File: config.mk
export PLATFORM = sky130hd
export DESIGN_NAME = if_fetch_stage
export DESIGN_NICKNAME = d
export VERILOG_FILES = /design/src/rtl/wisc_pkg.sv /design/src/rtl/addsub_16bit.sv /design/src/rtl/ifid_reg.sv /design/src/rtl/if_fetch_stage.sv
export SDC_FILE = /design/constraint.sdc
export NUM_CORES = 1
export LEC_CHECK = 0
export CAP_MARGIN = 20
export CORE_UTILIZATION = 31
export DETAILED_ROUTE_END_ITERATION = 10
export PLACE_DENSITY = 0.6
export SKIP_LAST_GASP = 1
export SYNTH_ARGS = -nofsm -noshare
export SYNTH_HDL_FRONTEND = slang
export SYNTH_SLANG_ARGS = --single-unit
File: constraint.sdc
create_clock -name clk -period 2.2 [get_ports clk]
set_input_delay 0.44 -clock clk [delete_from_list [all_inputs] [get_ports clk]]
set_output_delay 0.44 -clock clk [all_outputs]
set_load 0.02 [all_outputs]
File: src/rtl/wisc_pkg.sv
// rtl/wisc_pkg.sv - shared WISC pipeline types and constants
package wisc_pkg;

    typedef enum logic [1:0] {
        RUN  = 2'd0,
        WAIT = 2'd1,
        HALT = 2'd2
    } fetch_state_t;

    localparam logic [3:0]  HLT_OPCODE = 4'hF;
    localparam logic [15:0] PC_INC     = 16'h0002;
    localparam logic [15:0] NOP_INSTR  = 16'h0000;

endpackage

File: src/rtl/addsub_16bit.sv
// rtl/addsub_16bit.sv - 16-bit modulo adder/subtractor
module addsub_16bit (
    input  logic [15:0] a_i,
    input  logic [15:0] b_i,
    input  logic        sub_i,
    output logic [15:0] sum_o
);

    assign sum_o = sub_i ? (a_i - b_i) : (a_i + b_i);

endmodule

File: src/rtl/ifid_reg.sv
// rtl/ifid_reg.sv - 33-bit IF/ID pipeline register with hold and clear-valid
module ifid_reg
    import wisc_pkg::*;
(
    input  logic        clk,
    input  logic        rst_n,
    input  logic        hold_i,
    input  logic        clear_valid_i,
    input  logic        load_i,
    input  logic [15:0] instr_i,
    input  logic [15:0] pc_plus2_i,
    output logic [15:0] instr_o,
    output logic [15:0] pc_plus2_o,
    output logic        valid_o
);

    logic [15:0] instr_q, instr_d;
    logic [15:0] pc_plus2_q, pc_plus2_d;
    logic        valid_q, valid_d;

    // Clear-valid wins over hold so a flush always produces a bubble.
    always_comb begin
        instr_d    = instr_q;
        pc_plus2_d = pc_plus2_q;
        valid_d    = valid_q;
        if (clear_valid_i) begin
            valid_d = 1'b0;
        end else if (!hold_i && load_i) begin
            instr_d    = instr_i;
            pc_plus2_d = pc_plus2_i;
            valid_d    = 1'b1;
        end
    end

    always_ff @(posedge clk or negedge rst_n) begin
        if (!rst_n) begin
            instr_q    <= NOP_INSTR;
            pc_plus2_q <= 16'h0000;
            valid_q    <= 1'b0;
        end else begin
            instr_q    <= instr_d;
            pc_plus2_q <= pc_plus2_d;
            valid_q    <= valid_d;
        end
    end

    assign instr_o    = instr_q;
    assign pc_plus2_o = pc_plus2_q;
    assign valid_o    = valid_q;

endmodule

File: src/rtl/if_fetch_stage.sv
// rtl/if_fetch_stage.sv - WISC instruction fetch stage (PC, imem request, IF/ID)
// Optional perf counters: IF_FETCH_PERF_EN
module if_fetch_stage #(
    parameter logic [15:0] RESET_PC   = 16'h0000,
    parameter logic [3:0]  HLT_OPCODE = wisc_pkg::HLT_OPCODE
) (
    input  logic        clk,
    input  logic        rst_n,
    input  logic        stall,
    input  logic        redirect,
    input  logic [15:0] redirect_pc,
    output logic        imem_req,
    output logic [15:0] imem_addr,
    input  logic        imem_ready,
    input  logic [15:0] imem_rdata,
    output logic [15:0] ifid_instr,
    output logic [15:0] ifid_pc_plus2,
    output logic        ifid_valid,
    output logic        halted
`ifdef IF_FETCH_PERF_EN
   ,output logic [15:0] perf_fetched,
    output logic [15:0] perf_wait
`endif
);

    import wisc_pkg::fetch_state_t;
    import wisc_pkg::RUN;
    import wisc_pkg::WAIT;
    import wisc_pkg::HALT;
    import wisc_pkg::PC_INC;

    fetch_state_t state_q, state_d;
    logic [15:0]  pc_q, pc_d;
    logic [15:0]  pc_plus2;
    logic         ifid_hold, ifid_clear, ifid_load;
    logic         is_hlt;

    addsub_16bit u_pc_inc (
        .a_i   (pc_q),
        .b_i   (PC_INC),
        .sub_i (1'b0),
        .sum_o (pc_plus2)
    );

    assign is_hlt = (imem_rdata[15:12] == HLT_OPCODE);

    // Priority: redirect > stall > fetch. Responses during redirect/stall are dropped.
    always_comb begin
        state_d    = state_q;
        pc_d       = pc_q;
        ifid_hold  = 1'b0;
        ifid_clear = 1'b0;
        ifid_load  = 1'b0;
        if (redirect) begin
            pc_d       = redirect_pc;
            ifid_clear = 1'b1;
            state_d    = RUN;
        end else if (stall) begin
            ifid_hold = 1'b1;
        end else begin
            case (state_q)
                RUN, WAIT: begin
                    if (imem_ready) begin
                        ifid_load = 1'b1;
                        if (is_hlt) begin
                            state_d = HALT;
                        end else begin
                            pc_d    = pc_plus2;
                            state_d = RUN;
                        end
                    end else begin
                        ifid_clear = 1'b1;
                        state_d    = WAIT;
                    end
                end
                HALT:    ifid_clear = 1'b1;
                default: state_d = RUN;
            endcase
        end
    end

    always_ff @(posedge clk or negedge rst_n) begin
        if (!rst_n) begin
            state_q <= RUN;
            pc_q    <= RESET_PC;
        end else begin
            state_q <= state_d;
            pc_q    <= pc_d;
        end
    end

    ifid_reg u_ifid_reg (
        .clk           (clk),
        .rst_n         (rst_n),
        .hold_i        (ifid_hold),
        .clear_valid_i (ifid_clear),
        .load_i        (ifid_load),
        .instr_i       (imem_rdata),
        .pc_plus2_i    (pc_plus2),
        .instr_o       (ifid_instr),
        .pc_plus2_o    (ifid_pc_plus2),
        .valid_o       (ifid_valid)
    );

    // Gated by rst_n so no request is visible while reset is held.
    assign imem_req  = rst_n && (state_q != HALT);
    assign imem_addr = pc_q;
    assign halted    = (state_q == HALT);

`ifdef IF_FETCH_PERF_EN
    logic [15:0] perf_fetched_q, perf_fetched_d;
    logic [15:0] perf_wait_q, perf_wait_d;

    always_comb begin
        perf_fetched_d = perf_fetched_q;
        perf_wait_d    = perf_wait_q;
        if (ifid_load && !ifid_hold && !ifid_clear && (perf_fetched_q != 16'hFFFF)) begin
            perf_fetched_d = perf_fetched_q + 16'd1;
        end
        if ((state_q == WAIT) && (perf_wait_q != 16'hFFFF)) begin
            perf_wait_d = perf_wait_q + 16'd1;
        end
    end

    always_ff @(posedge clk or negedge rst_n) begin
        if (!rst_n) begin
            perf_fetched_q <= 16'h0000;
            perf_wait_q    <= 16'h0000;
        end else begin
            perf_fetched_q <= perf_fetched_d;
            perf_wait_q    <= perf_wait_d;
        end
    end

    assign perf_fetched = perf_fetched_q;
    assign perf_wait    = perf_wait_q;
`else
    // Counters absent in this build.
`endif

endmodule

==> reports/results.txt <==
The die covers 8180 sq um. The synthesized design contains 51 register bits. The highest achievable clock rate is 481 MHz, and the power density normalized to cell area is 709 nW/um^2.

In the global route stage, met3 resource usage came out at 2.86%. TritonCTS built the clock tree. The tools report the overall fraction of global-route tracks in use as 16.0%.

The cell count after synthesis came out at 264. The count of hold buffers inserted by post-cts repair was 0. The post-synthesis cell area came out at 2430 sq um.

Library cell with the largest summed area after synthesis: sky130_fd_sc_hd__dfrtp_1. The worst path required time was 1760 ps; the number of buffers and inverters on the critical path was 1. Global routing finished with a remaining overflow of 0. Category of cells accounting for the largest share of critical-path delay: buffers and inverters.

At the end of routability-driven placement, the weighted congestion stood at 0.797. After synthesis, the share of flip-flops with an asynchronous set or reset is 100%. The tools report the DRC violation count after routing as 0.

The first-pass iteration count of the detailed router came out at 4. Post-cts sizing count: 0. Ranked by instance count, the synthesized netlist is headed by 86 x sky130_fd_sc_hd__nand2_1, 51 x sky130_fd_sc_hd__dfrtp_1, 21 x sky130_fd_sc_hd__o21ai_0. The fraction of final layout cells with drive strength greater than 1 works out to 9.39%.

The final total power is 2550 uW. Port buffering added 87 buffers. The die boundary width works out to 90.5 microns. The nature of the critical path startpoint is a flop. The final max-slew violation count was 0; the final-layout fill cell count was 707. Fraction of met1 tracks used by global routing: 24.0%. After floorplanning, the core was divided into 31 placement rows. In the post-route analysis, the smallest setup slack over all paths is 119 ps. For the count of endpoints failing setup in the final report, the log shows 0. The cell with the most instances after synthesis is sky130_fd_sc_hd__nand2_1. Setup repair after global routing left no endpoint under its margin. Adding up every negative setup slack in the final design gives 0 ps. For this design the top-level I/O count stands at 88. After the last flow step, the layout net total stands at 399. The later pin in the worst-skew pair is clocked with a latency of 300 ps. The top-area cell type share of the netlist area works out to 52.6%.

Dominant register cell in the synthesized netlist: sky130_fd_sc_hd__dfrtp_1. In the global route stage, met2 resource usage came out at 23.4%. Once detailed placement completed, the half-perimeter wirelength came to 4.74 mm.

Of all nets on the critical path, the largest fanout is 7. The longest individual stage delay on the worst path came out at 620 ps. The final-report hold violation count was 0; the largest voltage drop on the vdd net was 0.436 mV. Starting density of the core: 32.7%. The first global-routing pass estimated 10.4 mm of wire.

The critical path is of the reg2out type. The synthesized netlist net count came out at 302. CTS built an H-tree with a depth of 2.

From synthesis to final layout, the design area changed by 48.5%. The number of buffers created by CTS came out at 5. For the final setup skew, the log shows 3.56 ps.

The path class of the tightest hold or removal check is in2async. After synthesis, the netlist uses 38 different library cells. The fraction of the cycle the final worst path needs came out at 94.6%. The signal on the critical path passes through nor2b_1 -> clkdlybuf4s50_1. CTS placed an instance of sky130_fd_sc_hd__clkbuf_8 at the clock tree root. The clock period could shrink to 2080 ps. Counting flops with a built-in enable in the synthesized netlist gives 0. In this run the vertical extent of the chip is 90.5 microns. Summing all placed instances gives a cell area of 3500 sq um.

The leakage dissipation was 0.00156 uW; the worst setup timing slack at the placement stage was 57.4 ps. The run gives 0 as the remaining antenna violation count after routing. Dividing the detail-routed wire length by the instance count gives 13.7 microns. Using the TritonRoute via totals, the vias-per-cell ratio works out to 4.66.

After synthesis, the cell types taking the most area are sky130_fd_sc_hd__dfrtp_1 53%, sky130_fd_sc_hd__nand2_1 13%, sky130_fd_sc_hd__xnor2_1 5.1%. The pin count of the biggest net entering global routing is 52. Data on the critical path arrives at its endpoint at 1640 ps. The worst setup path is captured at an output port.

The worst pin sits at a relative slew slack of 55.9%. For the count of inserted antenna diode cells, the log shows 0. A synthesized cell averages 9.19 sq um.

The via count of the first global-routing pass was 2038; the initial antenna violation count was 0. The logs give 6.34 mm for the detailed-route wire length and 48.6% for the end-of-flow core utilization. Across the run, the number of max-cap violations was 0. Buffers added to address setup during post-CTS repair amount to 0. The run finished with clean final reports. After clock tree synthesis, the clock-pin slew on the worst setup and hold paths is 90 ps. At the pin with the least slew margin, the transition time is 662 ps.

The initial DRC count came out at 137. The core outline area is 7410 sq um, and the sink count of the clock tree is 51. The final route contains 2150 vias. The global-route layer with the greatest usage was met1. The proportion of synthesized chip area in sequential cells came out at 52.6%.

The Yosys step of the flow raised 0 warnings. Summing all non-filler instances in the final layout gives an area of 3600 sq um. For the number of buffers on the longest clock path, the log shows 2.

The slowest stage cell on the critical path is sky130_fd_sc_hd__clkdlybuf4s50_1.
==> power by group <==
group	internal, uW	switching [uW]
sequential	1070	98.0
clock	287	315
combinational	393	391
total	1750	805
==> worst paths after layout <==
kind,from,endpoint,slack [ps],cells past startpoint
max,state_q[1],halted,120,2
min,rst_n,u_ifid_reg.instr_o[15],340,2
max reg2reg,imem_addr[1],imem_addr[13],230,5
min reg2reg,u_ifid_reg.pc_plus2_o[5],u_ifid_reg.pc_plus2_o[5],470,2
max in group asynchronous,rst_n,imem_addr[2],1400,2
min in group clk,u_ifid_reg.pc_plus2_o[5],u_ifid_reg.pc_plus2_o[5],470,2
==> cell families (layout without fill, tap and decap cells) <==
group | count (synthesis) | after routing | share of synthesized area, %
mux | 2 | 2 | 0.877
buf+inv | 21 | 119 | 3.87
xor+xnor | 20 | 20 | 7.22
compound gates | 38 | 38 | 9.64
flops | 51 | 51 | 52.6
simple gates | 131 | 131 | 25.3
fa+ha+maj | 1 | 1 | 0.516
==> worst register-to-register path, cell delays in order (launching register included) <==
cell and delay [ps]:
sky130_fd_sc_hd__dfrtp_1 470, sky130_fd_sc_hd__ha_1 250, sky130_fd_sc_hd__nand3_1 190, sky130_fd_sc_hd__or3_2 540, sky130_fd_sc_hd__o311ai_0 290, sky130_fd_sc_hd__nand3_1 110
==> state kept, by name, indices dropped and copies added, names as in the netlist <==
name	cells
u_ifid_reg.valid_o	1
u_ifid_reg.instr_o	16
imem_addr	16
state_q	2
u_ifid_reg.pc_plus2_o	16
==> layout by cell type, fill, tap and decap left out, types with 2 or more instances in the layout <==
master	count
sky130_fd_sc_hd__nand2_1	86
sky130_fd_sc_hd__clkdlybuf4s50_1	85
sky130_fd_sc_hd__dfrtp_1	51
sky130_fd_sc_hd__o21ai_0	21
sky130_fd_sc_hd__buf_4	16
sky130_fd_sc_hd__xnor2_1	14
sky130_fd_sc_hd__nor2_1	10
sky130_fd_sc_hd__inv_1	7
sky130_fd_sc_hd__clkbuf_8	7
sky130_fd_sc_hd__nand3_1	6
sky130_fd_sc_hd__xor2_1	6
sky130_fd_sc_hd__nor4_1	5
sky130_fd_sc_hd__a21oi_1	5
sky130_fd_sc_hd__nor3_1	4
sky130_fd_sc_hd__nand4_1	3
sky130_fd_sc_hd__or3_1	3
sky130_fd_sc_hd__nor2b_1	2
sky130_fd_sc_hd__a31oi_1	2
sky130_fd_sc_hd__a311oi_1	2
sky130_fd_sc_hd__a221o_1	2
sky130_fd_sc_hd__or3_2	2
sky130_fd_sc_hd__and4_1	2
sky130_fd_sc_hd__o311ai_0	2
==> metal layers <==
layer	vias up	part of all wire [%]
met5	-	0
met4	0	1.4
met3	7	4.1
met2	60	44
met1	999	51
li1	1084	-
==> final cells by class <==
cell class                 count  area, sq um  share of cell area (%)
multi-input combinational    192         1060                    29.5
tap                           99          124                    3.44
sequential                    51         1280                    35.4
timing repair buffer         104         1010                    28.0
clock buffer                   7         96.3                    2.67
inverter                       7         26.3                   0.729
clock inverter                 1         7.51                   0.208
==> stage by stage <==
stage / cells / hold WS [ps]
4_1_cts: 461 / 390
2_1_floorplan: 264 / 144
6_report: 461 / 339
5_1_grt: 461 / 412
3_3_place_gp: 453 / 453
3_5_place_dp: 453 / 454
Note: power is estimated with default switching activity, not from simulation.
